--- config.mk ---
export PLATFORM = sky130hd
export DESIGN_NAME = sram_data_mem_ctrl
export DESIGN_NICKNAME = d
export VERILOG_FILES = /design/src/rtl/sram_data_mem_ctrl.sv
export SDC_FILE = /design/constraint.sdc
export NUM_CORES = 1
export LEC_CHECK = 0
export ABC_CLOCK_PERIOD_IN_PS = 3250
export CAP_MARGIN = 30
export CORE_MARGIN = 2
export CORE_UTILIZATION = 55
export CTS_CLUSTER_DIAMETER = 120
export DETAILED_ROUTE_END_ITERATION = 7
export DONT_BUFFER_PORTS = 1
export GPL_ROUTABILITY_DRIVEN = 0
export PLACE_DENSITY = 0.82
export SYNTH_ARGS = -nofsm -noshare
export SYNTH_HDL_FRONTEND = slang
export SYNTH_SLANG_ARGS = --single-unit
export TNS_END_PERCENT = 5
--- constraint.sdc ---
create_clock -name clk -period 3.25 [get_ports clk]
set_input_delay 0.4875 -clock clk [delete_from_list [all_inputs] [get_ports clk]]
set_output_delay 0.4875 -clock clk [all_outputs]
set_load 0.02 [all_outputs]
--- src/rtl/sram_data_mem_ctrl.sv ---
// MEM-stage data-memory responder: serves 32-bit loads/stores from a 16-bit async SRAM
// as two half-word phases of WAIT_CYCLES each. Optional read buffer: define SRAM_READ_BUFFER_EN.
module sram_data_mem_ctrl #(
    parameter logic [31:0] BASE_ADDR   = 32'd1024,
    parameter int unsigned WAIT_CYCLES = 2
) (
    input  logic        clk,
    input  logic        rst,
    input  logic        rd_en,
    input  logic        wr_en,
    input  logic [31:0] address,
    input  logic [31:0] write_data,
    output logic [31:0] read_data,
    output logic        ready,
    output logic [17:0] sram_addr,
    output logic        sram_we_n,
    output logic [15:0] sram_dq_out,
    output logic        sram_dq_oe,
    input  logic [15:0] sram_dq_in
);

    typedef enum logic [1:0] {
        IDLE = 2'd0,
        LO   = 2'd1,
        HI   = 2'd2,
        DONE = 2'd3
    } state_t;

    localparam logic [3:0] LAST_CNT = 4'(WAIT_CYCLES - 1);

    state_t      state_reg, state_next;
    logic [3:0]  cnt_reg, cnt_next;
    logic [31:0] read_data_reg;

    logic [16:0] word_idx;
    logic        req;
    logic        is_write;
    logic        phase_last;
    logic        in_access;
    logic        buf_hit;
    logic [31:0] buf_rd_data;

    assign word_idx   = 17'((address - BASE_ADDR) >> 2);
    assign req        = rd_en | wr_en;
    assign is_write   = wr_en;
    assign phase_last = (cnt_reg == LAST_CNT);
    assign in_access  = (state_reg == LO) || (state_reg == HI);

`ifdef SRAM_READ_BUFFER_EN
    logic        buf_valid_reg;
    logic [16:0] buf_tag_reg;
    logic [31:0] buf_data_reg;

    assign buf_hit     = rd_en && !wr_en && buf_valid_reg && (buf_tag_reg == word_idx);
    assign buf_rd_data = buf_data_reg;

    // Any write invalidates the buffer as it leaves IDLE, so the buffer never holds stale data.
    always_ff @(posedge clk) begin
        if (rst) begin
            buf_valid_reg <= 1'b0;
        end else if (state_reg == IDLE && wr_en) begin
            buf_valid_reg <= 1'b0;
        end else if (state_reg == HI && phase_last && !is_write) begin
            buf_valid_reg <= 1'b1;
            buf_tag_reg   <= word_idx;
            buf_data_reg  <= {sram_dq_in, read_data_reg[15:0]};
        end
    end
`else
    assign buf_hit     = 1'b0;
    assign buf_rd_data = '0;
`endif

    always_ff @(posedge clk) begin
        if (rst) begin
            state_reg <= IDLE;
            cnt_reg   <= '0;
        end else begin
            state_reg <= state_next;
            cnt_reg   <= cnt_next;
        end
    end

    always_comb begin
        state_next = state_reg;
        cnt_next   = cnt_reg;
        case (state_reg)
            IDLE: begin
                if (buf_hit) begin
                    state_next = DONE;
                end else if (req) begin
                    state_next = LO;
                    cnt_next   = '0;
                end
            end
            LO: begin
                if (phase_last) begin
                    state_next = HI;
                    cnt_next   = '0;
                end else begin
                    cnt_next = cnt_reg + 4'd1;
                end
            end
            HI: begin
                if (phase_last) begin
                    state_next = DONE;
                    cnt_next   = '0;
                end else begin
                    cnt_next = cnt_reg + 4'd1;
                end
            end
            DONE: begin
                state_next = IDLE;
            end
            default: begin
                state_next = IDLE;
                cnt_next   = '0;
            end
        endcase
    end

    // Pin outputs are decoded from registered state and the request inputs the MEM stage holds.
    always_comb begin
        ready       = ((state_reg == IDLE) && !req) || (state_reg == DONE);
        sram_addr   = '0;
        sram_we_n   = 1'b1;
        sram_dq_oe  = 1'b0;
        sram_dq_out = '0;
        if (in_access) begin
            sram_addr = {word_idx, (state_reg == HI)};
            if (is_write) begin
                sram_we_n   = 1'b0;
                sram_dq_oe  = 1'b1;
                sram_dq_out = (state_reg == HI) ? write_data[31:16] : write_data[15:0];
            end
        end
    end

    always_ff @(posedge clk) begin
        if (rst) begin
            read_data_reg <= '0;
        end else if (state_reg == IDLE && buf_hit) begin
            read_data_reg <= buf_rd_data;
        end else if (!is_write && phase_last) begin
            if (state_reg == LO) begin
                read_data_reg[15:0] <= sram_dq_in;
            end else if (state_reg == HI) begin
                read_data_reg[31:16] <= sram_dq_in;
            end
        end
    end

    assign read_data = read_data_reg;

endmodule

## Word-level counts from Yosys, hierarchy flattened

Index checks and enable logic that the tools add are counted.

- Register bits after elaboration: 38
- Bits of input ports: 84
- Word-level logic and storage cells: 43

- Add/subtract/negate cells: 2
- Eq/ne operators: 7
- Muxes and demuxes: 15
- Bitwise operators: 2
- Reductions and logical operators: 13

Operators with widths:

| cell | count |
|---|---|
| $mux W16 | 3 |
| $sub A19 B11 Y19 const B | 1 |
| $mux W18 | 1 |
| $mux W4 | 2 |
| $pmux W2 S4 | 1 |
| $pmux W4 S2 | 1 |
| $mux W2 | 3 |
| $ne A2 B2 Y1 const B | 3 |
| $reduce_and A3 Y1 | 2 |
| $add A4 B1 Y4 const B | 1 |
| $eq A2 B2 Y1 const B | 2 |
| $eq A4 B1 Y1 const B | 1 |
| $mux W1 | 4 |
| $reduce_and A2 Y1 | 2 |
| $eq A2 B1 Y1 const B | 1 |
| $logic_and A1 B1 Y1 | 2 |
| $logic_not A1 Y1 | 2 |
| $logic_not A2 Y1 | 1 |
| $logic_or A1 B1 Y1 | 2 |
| $reduce_bool A2 Y1 | 1 |
| $reduce_or A2 Y1 | 1 |
| $not A1 Y1 | 1 |
| $or A1 B1 Y1 | 1 |

## Longest topological paths before layout

Gate-level depths: netlist of the first run.

- Word-level depth: 4
- Depth in mapped cells: 8
- Mapped depth without buffers: 6

## Least setup slack after synthesis of the first run

No wires, ideal clock.

- Path kind: register to output
- Start: register state_reg[1]
- End: output sram_dq_out[10]
- Arrival time: 1786 ps
- Data required time: 2762 ps
- Setup slack: 977 ps
- Cell stages (with the launch flop): 7
- Path buffers: 2
- Cell sequence: dfxtp_1 > inv_1 > ha_1 > clkbuf_1 > nand2_1 > clkbuf_1 > nor2_1

- Word-level cells in the longest chain between the ends: 4

RTL lines:

| element | line | source |
|---|---|---|
| from (decl) | 31 | `state_t state_reg, state_next;` |
| from (signal assigned) | 79 | `state_reg <= state_next;` |
| $eq A2 B2 Y1 | 47, 134 |  |
| $mux W16 | 134 | `sram_dq_out = (state_reg == HI) ? write_data[31:16] : write_data[15:0];` |
| $mux W16 | 131 | `if (is_write) begin` |
| $mux W16 (*) | 129 | `if (in_access) begin` |
| to (decl) | 17 | `output logic [15:0] sram_dq_out,` |

Mark *: on every way between the ends. The rest lies on a longest branch, timed or not.

## Final worst setup path of the first run

- Start: register state_reg[0]
- End: output sram_dq_out[10]

Same word-level chain as after synthesis.

==> flow_summary.json, run 1 <==
{
  "cp_slowest_stage_delay_ps": 580,
  "maxCapViolCount": 0,
  "wl_per_cell_um": 15.0,
  "synth_most_common_cell": "nand2_1",
  "route.detailed.drc": 0,
  "worst_ep_arrival_time_ps": 2340,
  "hold_viol": 0,
  "path_class": "flip-flop to output port",
  "intPower_mw": 0.874,
  "clkSinkCount": 38,
  "grt_pass1_vias": 1509,
  "largest_reg_flops": 32,
  "slew_viol_final": 0,
  "netlist_area_um2": 2050,
  "setup_violations": 0,
  "multiInputGateArea_um2": 1190,
  "design_area_um2": 2120,
  "yosysTopAreaCell": "dfxtp_1",
  "dieArea_um2": 4230,
  "setup.worst_path.end_class": "output port",
  "seqPwrFrac": 0.338,
  "area_growth_pct": 3.54,
  "layout-drive-gt1-share": 0.0545,
  "viasPerCell": 5.56,
  "critPathBufInv": 1,
  "fin_util": 0.584,
  "p_clk_frac": 0.182,
  "rows": 22,
  "antenna_found_initial": 0,
  "synth_commonest_cells": "70 x nand2_1, 38 x dfxtp_1, 34 x a21oi_1, 19 x nor2_1",
  "relSlewSlack": 0.574,
  "clock_latency_ps": 280,
  "r2r_start": "state_reg[0]$_SDFFE_PP0P_",
  "overflow": 0,
  "synth_nets": 356,
  "ys_types": 31,
  "cp_data_required_time_ps": 2760,
  "powerDensity_nw_per_um2": 756,
  "die_h_um": 65.1,
  "yosys_register_bits": 38,
  "synth_edf_count": 0,
  "switching_share": 0.456,
  "grt_util_all_layers": 0.206,
  "status": "complete, no violations",
  "wl_um": 4560,
  "crit_start": "state_reg[0]$_SDFFE_PP0P_",
  "antennaDiodeCount": 0,
  "root_buffer": "clkbuf_8",
  "synth-main-ff-cell": "dfxtp_1",
  "post_cts_resized": 0,
  "synth_cells": 264,
  "hold_path.class": "input pin to flip-flop",
  "clockBufferDepth": 2,
  "fillCellCount": 351,
  "tightest_slew_ps": 637,
  "ant_nets": 0,
  "hold_buffers": 0,
  "initial_utilization": 0.564,
  "fmax_ghz": 0.353,
  "holdCritStartpoint": "rst",
  "cts_made_buffers": 5,
  "pwr-share-comb": 0.480,
  "fin_tns_setup_ps": 0,
  "yosys.area.top_type_share": 0.371,
  "synth_warnings": 0,
  "dp_cells": 298,
  "cp_cell_sequence": "inv_1, ha_1, nand2_1, nor2_1",
  "critical_path.slowest_cell": "ha_1",
  "dr_total_vias": 1697,
  "dieWidth_um": 65.1,
  "cts_setup_buffers": 0,
  "ys_top_cells_by_area": "dfxtp_1 37%, nand2_1 13%, a21oi_1 8.3%",
  "fin_cells": 305,
  "worst-path-max-fanout": 22,
  "port_buffers": 0,
  "rsz0062_at_grt": "no",
  "avgSynthCellArea_um2": 7.77,
  "grt_first_pass_wirelength_um": 6750,
  "p_leak_nw": 0.725,
  "period_needed_ps": 2830,
  "p_sw_mw": 0.732,
  "nets": 349,
  "dr.pass1.iters": 4,
  "holdWs_ps": 269,
  "ioPinCount": 153,
  "drtIter0Drc": 108,
  "period_share": 0.871,
  "cts-htree-levels": 2,
  "vdd_drop_max_mv": 0.483,
  "dpl_cell_area_um2": 2040,
  "cts_tree": "built",
  "dp_hpwl_um": 3510,
  "ys_seq_area_frac": 0.371,
  "grt_max_degree": 38,
  "worst_setup_path_start_kind": "flip-flop",
  "clk_pin_slew_ps": 70,
  "register_area_um2": 761,
  "synthArstFlopShare": 0,
  "cpLargestDelayFamily": "simple AND/OR/NAND/NOR gates",
  "fin_skew_ps": 5.60,
  "core_area_um2": 3630
}
final timing paths:
check | to | cells past startpoint | slack (ps)
hold reg to reg | state_reg[1]$_SDFFE_PP0P_ | 2 | 530
setup reg to reg | read_data[30]$_SDFFE_PP0P_ | 6 | 1220
hold / removal | read_data[7]$_SDFFE_PP0P_ | 1 | 270
setup / recovery | sram_dq_out[10] | 4 | 420
stage by stage:
| stage | power, mW | setup WS (ps) |
|---|---|---|
| global placement | 1.32 | 773 |
| CTS | 1.62 | 385 |
| finish | 1.61 | 420 |
| floorplan | 1.25 | 977 |
| detailed placement | 1.33 | 711 |
| global route | 1.71 | 179 |
layer usage:
layer | global-route usage | wire length, um | vias up
li1 | - | - | 843
met1 | 0.208 | 1680 | 755
met2 | 0.393 | 2350 | 94
met3 | 0.0677 | 491 | 5
met4 | 0.0703 | 42 | 0
met5 | 0 | 0 | -
cells in the final DEF, fill, tap and decap left out:
cell      netlist  routed
buf_4           4       1
a211oi_1        1       1
or3b_2          1       1
clkbuf_8        0       5
nor2b_1         3       3
nor4b_4         1       1
ha_1            8       8
xor2_1          5       5
or3_1           1       1
and2_1         16      16
xnor2_1         2       2
clkinv_2        0       2
o21ai_0         6       6
a21oi_1        34      34
nor3b_1         2       2
nand3b_1        1       1
o32ai_1         1       1
or4_4           1       1
dfxtp_1        38      38
or2_2           1       1
mux2i_1        16      16
nor4b_1         1       1
o21a_1          1       1
nand2b_1        5       5
nand4_1         1       1
nand3_1         1       1
nor4_4          2       2
nor3_1          3       3
inv_1           8       8
nand2_1        70      70
nor2_1         19      19
power by group through the flow:
stage,clock network [mW],registers [mW],logic (mW)
detailed placement,0,0.554,0.776
floorplan,0,0.547,0.707
global route,0.323,0.548,0.837
global placement,0,0.553,0.765
CTS,0.300,0.544,0.778
finish,0.292,0.543,0.771
area by class of cell:
type,instances,area share
sequential,38,0.358
multi-input combinational,203,0.559
inverter,8,0.0141
clock buffer,5,0.0324
clock inverter,2,0.00471
tap,48,0.0283
timing repair buffer,1,0.00354
logic make-up after synthesis:
logic type | count (synthesis) | share of synthesized area
AOI/OAI and AO/OA | 43 | 0.109
xor gates and xnor gates | 7 | 0.0299
adders and majority gates | 8 | 0.0488
buffers and inverters | 23 | 0.0506
DFF | 38 | 0.371
muxes | 16 | 0.0781
and+or+nand+nor | 129 | 0.312
(Power assumes the default switching activity.)
==> inputs of run 2 (changes only) <==
--- a/config.mk
+++ b/config.mk
@@ -13,7 +13,7 @@
 export DETAILED_ROUTE_END_ITERATION = 7
 export DONT_BUFFER_PORTS = 1
 export GPL_ROUTABILITY_DRIVEN = 0
-export PLACE_DENSITY = 0.82
+export PLACE_DENSITY = 0.7
 export SYNTH_ARGS = -nofsm -noshare
 export SYNTH_HDL_FRONTEND = slang
 export SYNTH_SLANG_ARGS = --single-unit
==> run 2 against run 1 <==
Sequential share of layout area is 0.50 points lower. Non-clock buffer count unchanged. Utilization up 0.83 points. Critical endpoint is now sram_dq_out[13].
==> flow_summary.json, run 2 (same netlist as run 1, synthesis figures left out) <==
{
  "cp.depth": 4,
  "antennaDiodeCount": 0,
  "cp_slowest_stage_delay_ps": 580,
  "p_leak_nw": 0.739,
  "post-place-ws_ps": 656,
  "post_cts_resized": 0,
  "total_power_mw": 1.70,
  "design_area_um2": 2150,
  "r2r_start": "state_reg[1]$_SDFFE_PP0P_",
  "fin_ws_ps": 364,
  "worst-path-max-fanout": 22,
  "cp_data_required_time_ps": 2760,
  "worst_setup_path_start_kind": "flip-flop",
  "route.detailed.drc": 0,
  "grt_util_all_layers": 0.207,
  "final_common_cell": "nand2_1",
  "cts_tree": "built",
  "status": "complete, no violations",
  "core_area_um2": 3630,
  "vdd_drop_max_mv": 0.559,
  "crit_start": "state_reg[1]$_SDFFE_PP0P_",
  "wl_per_cell_um": 14.8,
  "period_share": 0.888,
  "drtIter0Drc": 102,
  "rsz0062_at_grt": "no",
  "fin_skew_ps": 8.54,
  "fmax_ghz": 0.347,
  "dp_cells": 298,
  "setup_violations": 0,
  "wl_um": 4540,
  "cts_setup_buffers": 0,
  "dieWidth_um": 65.1,
  "clk_pin_slew_ps": 80,
  "intPower_mw": 0.954,
  "port_buffers": 0,
  "r2r_slack_ps": 1280,
  "holdWs_ps": 257,
  "tightest_slew_ps": 678,
  "overflow": 0,
  "reg2regPathDepth": 5,
  "p_sw_mw": 0.748,
  "hold_buffers": 0,
  "die_h_um": 65.1,
  "grt_first_pass_wirelength_um": 6770,
  "fin_util": 0.593,
  "maxCapViolCount": 0,
  "rows": 22,
  "dieArea_um2": 4230,
  "reg2reg_to": "cnt_reg[3]$_SDFFE_PP0P_",
  "seqPwrFrac": 0.320,
  "cts_made_buffers": 5,
  "dr_total_vias": 1666,
  "fin_tns_setup_ps": 0,
  "crit_end": "sram_dq_out[13]",
  "grt_max_degree": 38,
  "ant_nets": 0,
  "ioPinCount": 153,
  "period_needed_ps": 2890,
  "initial_utilization": 0.564,
  "slew_viol_final": 0,
  "clockBufferDepth": 2,
  "critPathBufInv": 1,
  "setup.worst_path.end_class": "output port",
  "grt_pass1_vias": 1461,
  "hold_path.class": "input pin to flip-flop",
  "fillCellCount": 354,
  "layout-drive-gt1-share": 0.0581,
  "pwr-share-comb": 0.449,
  "clock_latency_ps": 300,
  "clkSinkCount": 38,
  "p_clk_frac": 0.231,
  "critical_path.slowest_cell": "ha_1",
  "hold_viol": 0,
  "cts-htree-levels": 2,
  "worst_ep_arrival_time_ps": 2400,
  "nets": 349,
  "dpl_cell_area_um2": 2040,
  "dp_hpwl_um": 3350,
  "root_buffer": "clkbuf_8",
  "relSlewSlack": 0.547,
  "largest_reg_flops": 32,
  "path_class": "flip-flop to output port",
  "cp_cell_sequence": "inv_1, ha_1, nand2_1, nor2_1",
  "powerDensity_nw_per_um2": 790,
  "fin_cells": 306,
  "area_growth_pct": 5.00,
  "switching_share": 0.439,
  "viasPerCell": 5.44,
  "dr.pass1.iters": 4,
  "cpLargestDelayFamily": "simple AND/OR/NAND/NOR gates",
  "antenna_found_initial": 0,
  "layout_common_cells": "70 x nand2_1, 38 x dfxtp_1, 34 x a21oi_1"
}
run 2: cell count changes in the layout (fill, tap and decap cells not counted), sizes merged:
cell	before	now
bufinv	0	1
run 2: metal layers:
metal / track usage / share of wire / up-vias
li1: - / - / 842
met1: 0.233 / 0.40 / 738
met2: 0.351 / 0.49 / 83
met3: 0.0625 / 0.10 / 3
met4: 0.109 / 0.0079 / 0
met5: 0 / 0 / -
run 2: cell type report:
cell class / count / area (um2) / area share
multi-input cells: 203 / 1190 / 0.551
flip-flops and latches: 38 / 761 / 0.353
clock buffers: 5 / 68.8 / 0.0320
well taps: 48 / 60.1 / 0.0279
clock inverters: 3 / 40.0 / 0.0186
inverters: 8 / 30.0 / 0.0139
repair buffers: 1 / 7.51 / 0.00349
run 2: how the worst min path moves through the flow:
stage / startpoint / to / slack (ps) / cells after the start
after floorplan: cnt_reg[1]$_SDFFE_PP0P_ / cnt_reg[1]$_SDFFE_PP0P_ / 480 / 2
after global placement: cnt_reg[1]$_SDFFE_PP0P_ / cnt_reg[1]$_SDFFE_PP0P_ / 520 / 2
after detailed placement: cnt_reg[1]$_SDFFE_PP0P_ / cnt_reg[1]$_SDFFE_PP0P_ / 530 / 2
after CTS: rst / read_data[18]$_SDFFE_PP0P_ / 240 / 1
after global routing: rst / read_data[13]$_SDFFE_PP0P_ / 240 / 1
final: rst / read_data[5]$_SDFFE_PP0P_ / 260 / 1
run 2: power groups by stage:
stage	clock [mW]	combinational, mW	sequential (mW)
floorplan	0	0.707	0.547
global placement	0	0.763	0.554
detailed placement	0	0.770	0.556
CTS	0.399	0.773	0.545
global route	0.426	0.832	0.551
finish	0.393	0.765	0.544
==> inputs of run 3 (changes only) <==
--- a/config.mk
+++ b/config.mk
@@ -10,6 +10,7 @@
 export CORE_MARGIN = 2
 export CORE_UTILIZATION = 55
 export CTS_CLUSTER_DIAMETER = 120
+export CTS_CLUSTER_SIZE = 10
 export DETAILED_ROUTE_END_ITERATION = 7
 export DONT_BUFFER_PORTS = 1
 export GPL_ROUTABILITY_DRIVEN = 0
==> results of run 3 <==
Final layout, timing and power as in run 2 (identical DEF).
